==> src/rtl/instr_fetch_pkg.sv <==
// Shared pipeline package: default widths for the fetch stage and the
// pipeline-register modules, plus the NOP encoding presented on bubbles.
package instr_fetch_pkg;

    localparam int PC_W_DEF    = 8;
    localparam int INSTR_W_DEF = 8;
    localparam int DEPTH_DEF   = 2;

    // Instruction word shown downstream whenever no valid instruction exists.
    localparam logic [7:0] NOP_INSTR = 8'h00;

    // Width of a counter that must hold values 0..n inclusive.
    function automatic int cnt_w(input int n);
        return (n < 1) ? 1 : $clog2(n + 1);
    endfunction

    // Width of an index into an n-entry array.
    function automatic int ptr_w(input int n);
        return (n > 1) ? $clog2(n) : 1;
    endfunction

endpackage

==> src/rtl/instr_fetch_fifo.sv <==
// fetch_fifo: DEPTH-entry prefetch buffer holding (instruction, pc) pairs.
// Ports:
//   clk, reset       clock, async active-low reset
//   flush            empties the buffer; wins over push/pop
//   push, push_data, push_pc   write one entry (dropped when full and not popping)
//   pop              remove head entry (ignored when empty)
//   head_data, head_pc         current head entry (undefined when empty)
//   full, empty, count         occupancy status
module fetch_fifo
    import instr_fetch_pkg::*;
#(
    parameter int DW    = INSTR_W_DEF,
    parameter int AW    = PC_W_DEF,
    parameter int DEPTH = DEPTH_DEF,
    parameter int CW    = cnt_w(DEPTH)
) (
    input  logic          clk,
    input  logic          reset,
    input  logic          flush,
    input  logic          push,
    input  logic [DW-1:0] push_data,
    input  logic [AW-1:0] push_pc,
    input  logic          pop,
    output logic [DW-1:0] head_data,
    output logic [AW-1:0] head_pc,
    output logic          full,
    output logic          empty,
    output logic [CW-1:0] count
);

    localparam int PW = ptr_w(DEPTH);

    logic [DW-1:0] data_q [DEPTH];
    logic [AW-1:0] pc_q   [DEPTH];
    logic [PW-1:0] wr_ptr, rd_ptr;
    logic          do_push, do_pop;

    function automatic logic [PW-1:0] ptr_inc(input logic [PW-1:0] p);
        return (p == PW'(DEPTH - 1)) ? '0 : p + PW'(1);
    endfunction

    assign empty   = (count == '0);
    assign full    = (count == CW'(DEPTH));
    assign do_pop  = pop && !empty;
    // A full buffer can still take a push when the head leaves the same cycle.
    assign do_push = push && (!full || do_pop);

    always_ff @(posedge clk or negedge reset) begin
        if (!reset) begin
            wr_ptr <= '0;
            rd_ptr <= '0;
            count  <= '0;
        end else if (flush) begin
            wr_ptr <= '0;
            rd_ptr <= '0;
            count  <= '0;
        end else begin
            if (do_push) wr_ptr <= ptr_inc(wr_ptr);
            if (do_pop)  rd_ptr <= ptr_inc(rd_ptr);
            count <= count + CW'(do_push) - CW'(do_pop);
        end
    end

    always_ff @(posedge clk) begin
        if (do_push && !flush) begin
            data_q[wr_ptr] <= push_data;
            pc_q[wr_ptr]   <= push_pc;
        end
    end

    assign head_data = data_q[rd_ptr];
    assign head_pc   = pc_q[rd_ptr];

endmodule

==> src/rtl/instr_fetch.sv <==
// instr_fetch: instruction fetch stage with a small prefetch buffer.
// Issues sequential fetch requests to instruction memory, matches in-order
// responses with their PCs and presents the buffered head to the IF/ID register.
// Ports:
//   clk, reset                 clock, async active-low reset
//   stall                      IF/ID not accepting; head is held
//   redirect, redirect_pc      restart fetch at redirect_pc, flush everything
//   imem_req/imem_addr/imem_gnt      request handshake
//   imem_rvalid/imem_rdata           in-order response, no back-pressure
//   instruction/instr_valid/instr_pc head of the prefetch buffer (NOP/0 when empty)
module instr_fetch
    import instr_fetch_pkg::*;
#(
    parameter int PC_W    = PC_W_DEF,
    parameter int INSTR_W = INSTR_W_DEF,
    parameter int DEPTH   = DEPTH_DEF
) (
    input  logic               clk,
    input  logic               reset,
    input  logic               stall,
    input  logic               redirect,
    input  logic [PC_W-1:0]    redirect_pc,
    output logic               imem_req,
    output logic [PC_W-1:0]    imem_addr,
    input  logic               imem_gnt,
    input  logic               imem_rvalid,
    input  logic [INSTR_W-1:0] imem_rdata,
    output logic [INSTR_W-1:0] instruction,
    output logic               instr_valid,
    output logic [PC_W-1:0]    instr_pc
);

    localparam int CNT_W = cnt_w(DEPTH);
    // Repeated redirects can stack stale responses beyond DEPTH.
    localparam int DSC_W = CNT_W + 2;
    localparam int PTR_W = ptr_w(DEPTH);

    logic [PC_W-1:0]    pc;
    logic [CNT_W-1:0]   outstanding;
    logic [DSC_W-1:0]   discard, discard_nxt, dsc_sum;
    logic [PC_W-1:0]    aq_pc [DEPTH];
    logic [PTR_W-1:0]   aq_wr, aq_rd;

    logic               pop, accept, rsp_take, rsp_discard;
    logic [CNT_W-1:0]   occupancy, occ_eff;
    logic               fifo_full, fifo_empty;
    logic [INSTR_W-1:0] head_data;
    logic [PC_W-1:0]    head_pc;

    function automatic logic [PTR_W-1:0] ptr_inc(input logic [PTR_W-1:0] p);
        return (p == PTR_W'(DEPTH - 1)) ? '0 : p + PTR_W'(1);
    endfunction

    // Redirect outranks stall: the head is flushed, not consumed.
    assign pop     = instr_valid && !stall && !redirect;
    // Count a slot leaving this cycle as free so that straight-line fetch
    // sustains one instruction per cycle with a two-entry buffer.
    assign occ_eff = occupancy - CNT_W'(pop);

    // Gating with reset keeps the request low while reset is held.
    assign imem_req  = reset && !redirect &&
                       (({1'b0, occ_eff} + {1'b0, outstanding}) < (CNT_W + 1)'(DEPTH));
    assign imem_addr = pc;
    assign accept    = imem_req && imem_gnt;

    // Stale responses (from before a redirect) are consumed first.
    assign rsp_discard = imem_rvalid && !redirect && (discard != '0);
    assign rsp_take    = imem_rvalid && !redirect && (discard == '0) && (outstanding != '0);

    // On redirect every outstanding request becomes stale; a response landing
    // in the redirect cycle itself is already one of those and is retired here.
    always_comb begin
        dsc_sum     = discard + DSC_W'(outstanding);
        discard_nxt = dsc_sum;
        if (imem_rvalid && (dsc_sum != '0)) discard_nxt = dsc_sum - DSC_W'(1);
    end

    always_ff @(posedge clk or negedge reset) begin
        if (!reset) begin
            pc          <= '0;
            outstanding <= '0;
            discard     <= '0;
            aq_wr       <= '0;
            aq_rd       <= '0;
        end else if (redirect) begin
            pc          <= redirect_pc;
            outstanding <= '0;
            discard     <= discard_nxt;
            aq_wr       <= '0;
            aq_rd       <= '0;
        end else begin
            if (accept) begin
                pc    <= pc + PC_W'(1);
                aq_wr <= ptr_inc(aq_wr);
            end
            if (rsp_take) aq_rd <= ptr_inc(aq_rd);
            outstanding <= outstanding + CNT_W'(accept) - CNT_W'(rsp_take);
            if (rsp_discard) discard <= discard - DSC_W'(1);
        end
    end

    // PC of each accepted request, consumed in order by its response.
    always_ff @(posedge clk) begin
        if (accept) aq_pc[aq_wr] <= pc;
    end

    fetch_fifo #(
        .DW   (INSTR_W),
        .AW   (PC_W),
        .DEPTH(DEPTH),
        .CW   (CNT_W)
    ) u_fifo (
        .clk      (clk),
        .reset    (reset),
        .flush    (redirect),
        .push     (rsp_take),
        .push_data(imem_rdata),
        .push_pc  (aq_pc[aq_rd]),
        .pop      (pop),
        .head_data(head_data),
        .head_pc  (head_pc),
        .full     (fifo_full),
        .empty    (fifo_empty),
        .count    (occupancy)
    );

    assign instr_valid = !fifo_empty;
    assign instruction = fifo_empty ? INSTR_W'(NOP_INSTR) : head_data;
    assign instr_pc    = fifo_empty ? '0 : head_pc;

    // A response into a full buffer is a memory protocol error; data is dropped.
    a_no_overflow: assert property (@(posedge clk) disable iff (!reset)
        !(rsp_take && fifo_full && !pop));
    // A response with nothing requested is likewise a protocol error.
    a_no_orphan_rsp: assert property (@(posedge clk) disable iff (!reset)
        !(imem_rvalid && !redirect && (discard == '0) && (outstanding == '0)));

endmodule

==> config.mk <==
export PLATFORM = sky130hd
export DESIGN_NAME = instr_fetch
export DESIGN_NICKNAME = d
export VERILOG_FILES = /design/src/rtl/instr_fetch_pkg.sv /design/src/rtl/instr_fetch_fifo.sv /design/src/rtl/instr_fetch.sv
export SDC_FILE = /design/constraint.sdc
export NUM_CORES = 1
export LEC_CHECK = 0
export CORE_MARGIN = 3
export CORE_UTILIZATION = 56
export DETAILED_ROUTE_END_ITERATION = 10
export PLACE_DENSITY = 0.91
export SLEW_MARGIN = 20
export SYNTH_ARGS = -nofsm -noshare
export SYNTH_HDL_FRONTEND = slang
export SYNTH_SLANG_ARGS = --single-unit
==> constraint.sdc <==
create_clock -name clk -period 8.8 [get_ports clk]
set_input_delay 1.76 -clock clk [delete_from_list [all_inputs] [get_ports clk]]
set_output_delay 1.76 -clock clk [all_outputs]
set_load 0.02 [all_outputs]
# After elaboration in Yosys (flattened, before gate mapping)
# Memories as Yosys holds them, arrays and structs flattened.
# Index checks and enable logic that the tools add are counted.
# Widths: inputs -> output; s select.
dict set report totals {
  register_bits 20
  ramBits 48
  input_bits 22
  out_inout_bits 26
  wordCells 80
  n_memories 3
}
dict set report classes {
  add_sub_neg 14
  magnitude_cmp 1
  n_eq_ne 1
  muxes 25
  reduce_logical 28
}
# name depth word_bits rd rd_clocked_by_memory_dff wr line_no
set memory_table {}
lappend memory_table {aq_pc 2 8 1 0 1 instr_fetch.sv:41} ;# logic [PC_W-1:0] aq_pc [DEPTH];
lappend memory_table {u_fifo.data_q 2 8 1 0 1 instr_fetch_fifo.sv:33} ;# logic [DW-1:0] data_q [DEPTH];
lappend memory_table {u_fifo.pc_q 2 8 1 0 1 instr_fetch_fifo.sv:34} ;# logic [AW-1:0] pc_q [DEPTH];
# operator count
set op_table {}
lappend op_table {{$mux 8} 4}
lappend op_table {{$mux 1} 16}
lappend op_table {{$logic_and 1x1->1} 13}
lappend op_table {{$mux 4} 3}
lappend op_table {{$reduce_bool 2->1} 6}
lappend op_table {{$add 8x1->8 const B} 1}
lappend op_table {{$reduce_bool 4->1} 2}
lappend op_table {{$sub 4x1->4 const B} 2}
lappend op_table {{$sub 2x1->2} 3}
lappend op_table {{$add 1x1->1 const B} 4}
lappend op_table {{$add 2x1->2} 2}
lappend op_table {{$add 4x2->4} 1}
lappend op_table {{$logic_not 1->1} 4}
lappend op_table {{$logic_not 4->1} 1}
lappend op_table {{$mux 2} 2}
lappend op_table {{$add 2x2->3} 1}
lappend op_table {{$lt 3x2->1 const B} 1}
lappend op_table {{$eq 2x2->1 const B} 1}
lappend op_table {{$logic_not 2->1} 1}
lappend op_table {{$logic_or 1x1->1} 1}

# Depth between registers and ports, before layout
# Gate-level depths: netlist of the first run.
dict set report logic_depth {
  ltp_word 12
  ltp_mapped 16
  ltp_nobuf 12
}

# Modules after synthesis
# A second synthesis of the first run with hierarchy kept.
dict set report unflattened {
  cells_unflattened 257
  hier_area_um2 3330.7
}
# module instances cells_per_inst area_per_inst_um2
set by_module_without_submodules {}
lappend by_module_without_submodules {instr_fetch 1 178 1919.3}
lappend by_module_without_submodules {fetch_fifo 1 79 1411.4}

# Worst setup path before layout of the first run
# Ideal clock, no wire load.
dict set report synth_timing {
  path_kind {input -> output}
  start {in redirect}
  end {out imem_req}
  arrival_ps 3793
  required_time_ps 7040
  setup_slack_ps 3247
  path_stages 9
  cell_sequence {buf_2 clkbuf_1 clkbuf_1 nor3_1 ha_1 nand2b_1 fa_1 and4b_1 buf_2}
}
dict set report synth_via {
  elab_chain_len 6
  elab_cells_between_ends 7
}
# item line_no
set synth_rtl {}
lappend synth_rtl {{start, declared} instr_fetch.sv:21} ;# input logic redirect,
lappend synth_rtl {{$logic_not 1->1 (*)} {instr_fetch.sv:55, instr_fetch.sv:61}}
lappend synth_rtl {{$logic_and 1x1->1} instr_fetch.sv:55} ;# assign pop = instr_valid && !stall && !redirect;
lappend synth_rtl {{$sub 2x1->2} instr_fetch.sv:58} ;# assign occ_eff = occupancy - CNT_W'(pop);
lappend synth_rtl {{$add 2x2->3} instr_fetch.sv:62} ;# (({1'b0, occ_eff} + {1'b0, outstanding}) < (CNT_W + 1)'(DEPTH));
lappend synth_rtl {{$lt 3x2->1} instr_fetch.sv:62}
lappend synth_rtl {{$logic_and 1x1->1 (*)} instr_fetch.sv:61} ;# assign imem_req = reset && !redirect &&
lappend synth_rtl {{end, declared} instr_fetch.sv:23} ;# output logic imem_req,
# Mark *: on every way between the ends. The rest lies on a longest branch, timed or not.

# Worst setup path in the final report of the first run
# Ends and elaborated chain as after synthesis.

==> results of run 1 <==
==> worst max-delay path by stage <==
stage | start | end | slack [ns] | cells after the start
2_1_floorplan | redirect | imem_req | 3.25 | 9
3_3_place_gp | redirect | imem_req | 2.55 | 8
3_5_place_dp | redirect | imem_req | 2.47 | 8
4_1_cts | redirect | imem_req | 2.44 | 8
5_1_grt | redirect | imem_req | 2.32 | 8
6_report | redirect | imem_req | 2.43 | 8
==> layer usage <==
metal  part of all wire [%]  track usage, %
met2                     51           33.68
met3                    7.0           4.276
met5                      0               0
met4                    1.3           6.645
met1                     40           25.71
==> cell usage in the layout (no fill, tap or decap), drive strengths merged, types with 4 or more instances in the layout <==
master	instances
a21oi	5
a221o	5
clkbuf	9
clkdlybuf4s50	47
dfrtp	20
edfxtp	48
ha	12
inv	17
mux2	8
mux2i	19
nand2	8
nand3	6
nor2	29
nor3	4
o211ai	4
o21ai	10
xnor2	7
==> power breakdown <==
part	total, mW	internal, mW	switching [mW]	leakage (nW)
registers	0.386	0.361	0.0251	0.690
logic	0.134	0.0620	0.0723	0.692
clock network	0.280	0.161	0.119	0.110
==> stage by stage <==
| step | area (sq um) | utilization, % | hold WS, ns |
|---|---|---|---|
| floorplan | 3242 | - | 0.4608 |
| global placement | 3751 | 67.71 | 0.4801 |
| detailed placement | 3751 | 67.71 | 0.4976 |
| CTS | 3974 | 71.73 | 0.5086 |
| global route | 3974 | 71.73 | 0.5373 |
| finish | 3974 | 71.73 | 0.5098 |
==> sequential cells by signal (all words and copies together), names as in the netlist <==
name / cells
aq_pc: 16
u_fifo.data_q: 16
u_fifo.pc_q: 16
imem_addr: 8
discard: 4
outstanding: 2
u_fifo.count: 2
aq_rd: 1
aq_wr: 1
u_fifo.rd_ptr: 1
u_fifo.wr_ptr: 1
==> kinds of logic (layout without fill, tap and decap cells) <==
kind of cell    Yosys count  after routing  share of synthesized area [%]
compound gates           36             36                          7.681
xor+xnor                 10             10                          2.702
fa+ha+maj                14             14                          5.866
buf+inv                  29             81                          4.013
flops                    68             68                          59.90
mux                      27             27                          8.645
simple gates             69             69                          11.19
==> area by class of cell <==
| class | instances | area (sq um) |
|---|---|---|
| inverters | 15 | 56.30 |
| flip-flops and latches | 68 | 1942 |
| well taps | 72 | 90.09 |
| clock buffers | 9 | 123.9 |
| fillers | 391 | 1567 |
| repair buffers | 50 | 493.0 |
| multi-input cells | 156 | 1170 |
| clock inverters | 7 | 98.84 |
==> critical path: stages <==
cell and delay, ns:
clkdlybuf4s50_1 0.45, buf_4 0.32, nor3_1 0.12, ha_1 0.29
nand2b_1 0.15, fa_1 0.49, and4b_1 0.35, clkdlybuf4s50_1 0.66
==> summary.md, run 1 <==
| Metric | Value |
|---|---|
| Setup-failing EPs final | `0` |
| Post-DR wirelength/cell | `16.12 microns` |
| Nets | `336` |
| Seq cells post-synth | `68` |
| Clock Path Buffers | `2` |
| Share of post-route cells with drive strength above 1 | `9.836%` |
| Avg Synthesized Cell Area | `12.81 sq um` |
| Vias in the first global route | `2,094` |
| Resized Gates After CTS | `0` |
| Tightest Pin Transition | `0.9183 ns` |
| Leak pwr | `1.492 nW` |
| Final setup TNS | `0 ns` |
| CP required | `7.04 ns` |
| Largest net degree at the start of global routing | `35` |
| Setup Buffers After CTS | `0` |
| DP Wirelength | `4123 microns` |
| Antenna cell count | `0` |
| Startpoint types | `input port` |
| Worst VDD drop | `0.1358 mV` |
| First-pass GRT wire length | `10,110 microns` |
| Mapped cell area | `3242 sq um` |
| Worst slew margin | `38.59%` |
| Vias/cell | `5.732` |
| WS Path Type | `in2out` |
| Pwr Density | `201.4 nW/um^2` |
| Finished Layout Cells | `377` |
| Area leader, netlist | `edfxtp_1` |
| GPL Wtd Cong | `0.8644` |
| Total gr overflow | `0` |
| Worst skew pair latency | `0.33 ns` |
| Total wire length | `6079 microns` |
| Total die area | `6738 sq um` |
| Hold WC Path Type | `reg2reg` |
| Rows | `27` |
| Synth Flop Type | `edfxtp_1` |
| Final ANT Viol Nets | `0` |
| Commonest cells post-synth | `48 x edfxtp_1, 29 x nor2_1, 20 x dfrtp_1` |
| Syn. warnings | `0` |
| Worst setup margin | `2.431 ns` |
| Critical R2R Launch | `u_fifo.count[1]` |
| RSZ-0062 raised after global routing | `false` |
| Antenna violations before repair | `0` |
| Fraction of registers with async set/reset | `29.41%` |
| # H-tree levels | `3` |
| Port bufs | `47` |
| R2R cell count | `8` |
| Slew Limit Fails | `0` |
| Top-area cell type share of the netlist area | `44.46%` |
| Max_cap viols | `0` |
| Die span in x | `82.09 microns` |
| Status | `complete, no violations` |
| Initial Utilization | `58.51%` |
| Crit Path Max Fanout | `34` |
| Post-route minimum period | `6.369 ns` |
| Post-synth EDFFs | `48` |
| Clk root buf | `clkbuf_8` |
| DR vias | `2,161` |
| Placed cell count | `361` |
| Area Overhead vs Synth | `22.58%` |
| Power Total | `0.8002 mW` |
| IO Pins | `48` |
| Iteration-0 DRC Markers | `117` |
| Worst Clk Skew | `0.004222 ns` |
| Die Y | `82.09 microns` |
| Hold path cells | `1` |
| Syn nets | `289` |
| Top area cells in the synthesized netlist | `edfxtp_1 44%, dfrtp_1 15%, mux2i_1 5.9%, ha_1 4.6%, nor2_1 3.4%` |
| Total track usage | `20.00%` |
| Fmax | `157.0 MHz` |
| Final Hold Vio Count | `0` |
| Setup slack, reg-to-reg | `5.60 ns` |
| Crit. End Element | `output pin` |
| CTS Hold Buffers Added | `0` |
| Final Cycle Share | `72.37%` |
| Worst Path Arrival | `4.61 ns` |
| Min-delay src | `u_fifo.wr_ptr` |
| Most frequent cell after synthesis | `edfxtp_1` |
| Synth cell types | `41` |
| Dpl ws | `2.472 ns` |
| TritonCTS Sinks | `68` |
| Worst Hold End | `u_fifo.wr_ptr` |
| CTS tree | `built` |
| Post-synthesis sequential area ratio | `59.90%` |
| CTS clk-pin slew, worst paths | `0.07 ns` |
| CTS buffer count | `9` |
| Reg2reg end | `aq_pc[0][1]` |
| Remaining DRCs | `0` |
| DRT Pass-1 Iters | `4` |
| Core footprint | `5540 sq um` |
| Synthesized netlist cell count | `253` |
No activity file was read; power rests on OpenSTA's default activity.
==> inputs of run 2 (changes only) <==
Settings changed: CORE_UTILIZATION 56 to 54, PLACE_DENSITY 0.91 to 0.89.
Clock period 8.8 ns to 6 ns, I/O delays scaled along.
==> summary.md, run 2 (synthesis gave the netlist of run 1 again) <==
| Metric | Value |
|---|---|
| Most common cell after layout, fill and taps aside | `edfxtp_1` |
| Final Cycle Share | `82.37%` |
| Setup Buffers After CTS | `0` |
| Max_cap viols | `0` |
| RSZ-0062 raised after global routing | `false` |
| Fillers | `390` |
| Post-route minimum period | `4.942 ns` |
| Largest registers | `aq_pc (16), u_fifo.data_q (16), u_fifo.pc_q (16)` |
| First-pass GRT wire length | `10,250 microns` |
| Crit Path Max Fanout | `5` |
| Status | `complete, no violations` |
| Initial Utilization | `57.46%` |
| Total wire length | `6066 microns` |
| Post-DR wirelength/cell | `16.05 microns` |
| Post-route cell area | `3973 sq um` |
| Resized Gates After CTS | `0` |
| Startpoint types | `input port` |
| Hold path cells | `1` |
| Iteration-0 DRC Markers | `151` |
| Placement Cell Area | `3759 sq um` |
| Rows | `27` |
| Total gr overflow | `0` |
| CTS Hold Buffers Added | `0` |
| Total track usage | `18.55%` |
| Power Total | `1.165 mW` |
| Worst Clk Skew | `0.007039 ns` |
| Pwr Density | `293.2 nW/um^2` |
| Vias/cell | `5.709` |
| Vias in the first global route | `2,162` |
| DRT Pass-1 Iters | `4` |
| Share of post-route cells with drive strength above 1 | `9.804%` |
| WP buf/inv | `2` |
| WS Path Type | `in2out` |
| # H-tree levels | `3` |
| Crit-path cells | `clkdlybuf4s50_1 -> nor3_1 -> ha_1 -> nand2b_1 -> fa_1 -> and4b_1 -> clkdlybuf4s50_1` |
| IO Pins | `48` |
| Placed cell count | `362` |
| Final Hold Vio Count | `0` |
| Hold WC Path Type | `reg2reg` |
| DP Wirelength | `3982 microns` |
| Nets | `337` |
| Highest-delay cell along the critical path | `clkdlybuf4s50_1` |
| Clock Path Buffers | `2` |
| Antenna cell count | `0` |
| GPL Wtd Cong | `0.7953` |
| Worst slew margin | `34.70%` |
| CTS buffer count | `9` |
| Core footprint | `5642 sq um` |
| Area Overhead vs Synth | `22.54%` |
| FF+latch area | `1942 sq um` |
| Antenna violations before repair | `0` |
| Final setup TNS | `0 ns` |
| Worst setup margin | `1.058 ns` |
| Final ANT Viol Nets | `0` |
| Tightest Pin Transition | `0.9794 ns` |
| Crit-path max cell delay | `0.64 ns` |
| Die span in x | `83.48 microns` |
| Worst skew pair latency | `0.33 ns` |
| Finished Layout Cells | `378` |
| Worst Path Arrival | `3.74 ns` |
| Fmax | `202.3 MHz` |
| Crit path depth | `7` |
| Hold slack | `0.4998 ns` |
| Total die area | `6969 sq um` |
| Slew Limit Fails | `0` |
| Die Y | `83.48 microns` |
| Family with the most delay on the worst path | `buffers and inverters` |
| Most Frequent Cell on Critical Path | `clkdlybuf4s50_1` |
| Most frequent cells in the layout | `48 x edfxtp_1, 47 x clkdlybuf4s50_1, 29 x nor2_1` |
| Leak pwr | `1.493 nW` |
| Final Util | `70.41%` |
| Setup-failing EPs final | `0` |
| Port bufs | `47` |
| Largest net degree at the start of global routing | `34` |
| Dpl ws | `1.069 ns` |
| R2R cell count | `9` |
| DR vias | `2,158` |
| CTS tree | `built` |
| Remaining DRCs | `0` |
| CTS clk-pin slew, worst paths | `0.07 ns` |
| Worst VDD drop | `0.1974 mV` |
| TritonCTS Sinks | `68` |
| CP required | `4.80 ns` |
| Clk root buf | `clkbuf_8` |
| Crit. End Element | `output pin` |
| Multi-input combinational cell area | `1170 sq um` |
## run 2: changes by cell type in the layout (fill, tap and decap cells not counted), sizes merged
cell	before	now
buf	3	4
clkinv	2	3
inv	17	16
## run 2: per-layer routing
layer  routed length (microns)  global-route usage [%]
met5                         0                       0
met4                       175                   10.23
met3                       354                   3.455
met2                      3017                   31.05
met1                      2519                   22.70
## run 2: layout make-up
class	instances	share of cell area, %
Timing Repair Buffer	51	12.60
Sequential cell	68	48.88
Clock inverter	7	2.268
Tap cell	72	2.268
Clock buffer	9	3.118
Multi-Input combinational cell	156	29.45
Inverter	15	1.417
## run 2: worst reg2reg max path: stages, from the launching register on
cell,delay (ns)
dfrtp_1,0.43
nor2_1,0.13
buf_4,0.25
nor3_1,0.08
ha_1,0.27
nand2b_1,0.15
fa_1,0.48
and4b_1,0.30
nand2_2,0.25
nor2_1,0.64
## run 2: path summary, 6_finish.rpt
path | startpoint | to | slack, ns
worst max register to register | u_fifo.count[1] | aq_pc[0][5] | 2.66
max in group asynchronous | reset | u_fifo.wr_ptr | 4.57
min in group asynchronous | reset | imem_addr[4] | 1.21
worst min register to register | u_fifo.wr_ptr | u_fifo.wr_ptr | 0.50
worst max-delay path | stall | imem_req | 1.06
worst min-delay path | u_fifo.wr_ptr | u_fifo.wr_ptr | 0.50
## run 2: power by group
| part | leakage, nW | total, mW | internal (mW) | switching, mW |
|---|---|---|---|---|
| sequential | 0.690 | 0.565 | 0.529 | 0.0359 |
| clock | 0.107 | 0.402 | 0.232 | 0.170 |
| combinational | 0.696 | 0.197 | 0.0919 | 0.106 |
| total | 1.49 | 1.16 | 0.854 | 0.311 |
==> inputs of run 3 (changes only) <==
Clock period 6 ns to 4.8 ns, I/O delays scaled along.
==> summary.md, run 3 (synthesis gave the netlist of run 1 again) <==
| Metric | Value |
|---|---|
| Status | `complete, no violations` |
| Crit path launch | `stall` |
| Dpl ws | `0.3453 ns` |
| Setup-failing EPs final | `0` |
| Power share of the clock group | `32.4%` |
| Most frequent cells in the layout | `48 x edfxtp_1, 47 x clkdlybuf4s50_1, 29 x nor2_1` |
| Clk root buf | `clkbuf_8` |
| Worst slew margin | `37.61%` |
| Vias/cell | `5.611` |
| Setup Buffers After CTS | `0` |
| Pint | `1.045 mW` |
| Highest-delay cell along the critical path | `clkdlybuf4s50_1` |
| TritonCTS Sinks | `68` |
| Antenna cell count | `0` |
| Fmax | `221.1 MHz` |
| Nets | `337` |
| WS Path Type | `in2out` |
| Total gr overflow | `0` |
| Remaining DRCs | `0` |
| Final setup TNS | `0 ns` |
| R2R cell count | `8` |
| Crit-path cells | `clkdlybuf4s50_1 -> nor3_1 -> ha_1 -> nand2b_1 -> fa_1 -> and4b_1 -> clkdlybuf4s50_1` |
| Crit path depth | `7` |
| Fillers | `395` |
| Family with the most delay on the worst path | `buffers and inverters` |
| Port bufs | `47` |
| Die Y | `83.48 microns` |
| Setup slack, reg-to-reg | `1.65 ns` |
| CTS clk-pin slew, worst paths | `0.07 ns` |
| Hold WC Path Type | `reg2reg` |
| Critical path destination | `imem_req` |
| Tightest Pin Transition | `0.9358 ns` |
| Critical R2R Launch | `u_fifo.count[1]` |
| Post-route minimum period | `4.524 ns` |
| Clock Path Buffers | `2` |
| Final Cycle Share | `94.25%` |
| CTS tree | `built` |
| Most Frequent Cell on Critical Path | `clkdlybuf4s50_1` |
| # H-tree levels | `3` |
| Total track usage | `17.89%` |
| Slew Limit Fails | `0` |
| Total wire length | `5795 microns` |
| DP Wirelength | `4059 microns` |
| First-pass GRT wire length | `9839 microns` |
| Share of post-route cells with drive strength above 1 | `9.150%` |
| Total die area | `6969 sq um` |
| CP required | `3.84 ns` |
| DRT Pass-1 Iters | `4` |
| IO Pins | `48` |
| WP buf/inv | `2` |
| Core footprint | `5642 sq um` |
| Sequential fraction of design power | `50.2%` |
| Hold slack | `0.5086 ns` |
| Worst setup margin | `0.2762 ns` |
| Worst Clk Skew | `0.009159 ns` |
| Largest net degree at the start of global routing | `34` |
| DR vias | `2,121` |
| Most common cell after layout, fill and taps aside | `edfxtp_1` |
| GPL Wtd Cong | `0.8565` |
| P_sw | `0.3624 mW` |
| Resized Gates After CTS | `0` |
| Post-DR wirelength/cell | `15.33 microns` |
| Sw Share | `25.75%` |
| Worst VDD drop | `0.1874 mV` |
| Largest registers | `aq_pc (16), u_fifo.data_q (16), u_fifo.pc_q (16)` |
| Crit. End Element | `output pin` |
| Reg2reg end | `aq_pc[0][1]` |
| Leak pwr | `1.487 nW` |
| Startpoint types | `input port` |
| Final ANT Viol Nets | `0` |
| Initial Utilization | `57.46%` |
| Crit-path max cell delay | `0.64 ns` |
| Iteration-0 DRC Markers | `165` |
| Final Util | `70.13%` |
| CTS Hold Buffers Added | `0` |
| CTS buffer count | `9` |
| Area Overhead vs Synth | `22.04%` |
| Rows | `27` |
| Max_cap viols | `0` |
| RSZ-0062 raised after global routing | `false` |
| Worst skew pair latency | `0.32 ns` |
| Crit Path Max Fanout | `5` |
| Pwr Density | `355.7 nW/um^2` |
| Worst Path Arrival | `3.56 ns` |
| Antenna violations before repair | `0` |
| Die span in x | `83.48 microns` |
| Vias in the first global route | `2,108` |
| Min-delay src | `u_fifo.wr_ptr` |
| Final Hold Vio Count | `0` |
| Combinational share of power | `17.4%` |
-- run 3: changes by cell type in the layout (fill, tap and decap cells not counted) --
cell,before,now
clkbuf_8,9,11
clkinv_2,2,1
clkbuf_1,0,3
clkinv_1,1,0
bufinv_16,2,1
clkinvlp_4,1,0
inv_6,1,0
-- run 3: final cells by class --
cell class | count | area [sq um] | share of cell area [%]
flip-flops and latches | 68 | 1942 | 49.08
repair buffers | 51 | 500.5 | 12.65
multi-input cells | 156 | 1170 | 29.57
well taps | 72 | 90.09 | 2.277
clock buffers | 14 | 162.7 | 4.111
inverters | 15 | 56.30 | 1.423
clock inverters | 2 | 35.03 | 0.8855
-- run 3: worst min-delay path by stage --
stage / to / slack [ns] / cells past startpoint
after detailed placement: u_fifo.wr_ptr / 0.50 / 1
after CTS: u_fifo.wr_ptr / 0.51 / 1
after global routing: u_fifo.wr_ptr / 0.53 / 1
after floorplan: u_fifo.wr_ptr / 0.46 / 1
final: u_fifo.wr_ptr / 0.51 / 1
after global placement: u_fifo.wr_ptr / 0.48 / 1
-- run 3: per-stage QoR --
| step | instances | total power, mW | instance area, sq um |
|---|---|---|---|
| floorplan | 253 | 0.8858 | 3242 |
| global placement | 362 | 0.9464 | 3759 |
| detailed placement | 362 | 0.9599 | 3759 |
| CTS | 378 | 1.415 | 3956 |
| global route | 378 | 1.484 | 3956 |
| finish | 378 | 1.407 | 3956 |
-- run 3: power groups by stage --
stage / Sequential [mW] / Combinational [mW] / Clock [mW]
floorplan: 0.710 / 0.176 / 0
global route: 0.711 / 0.276 / 0.497
finish: 0.706 / 0.245 / 0.456
detailed placement: 0.716 / 0.244 / 0
global placement: 0.716 / 0.231 / 0
CTS: 0.705 / 0.244 / 0.466
-- run 3: worst reg2reg max path, cell delays in order (launching register included) --
cell and delay, ns:
dfrtp_1 0.44, nor2_1 0.11, nor3_1 0.20, ha_1 0.27, nand2b_1 0.15, fa_1 0.48
and4b_1 0.30, nand2_2 0.24, nor2_1 0.60
-- run 3: routing by layer --
layer	share of wire (%)	vias up	track usage (%)
li1	-	1024	-
met2	50	71	30.47
met1	43	1013	22.03
met3	4.9	13	3.258
met4	2.5	0	8.626
met5	0	-	0
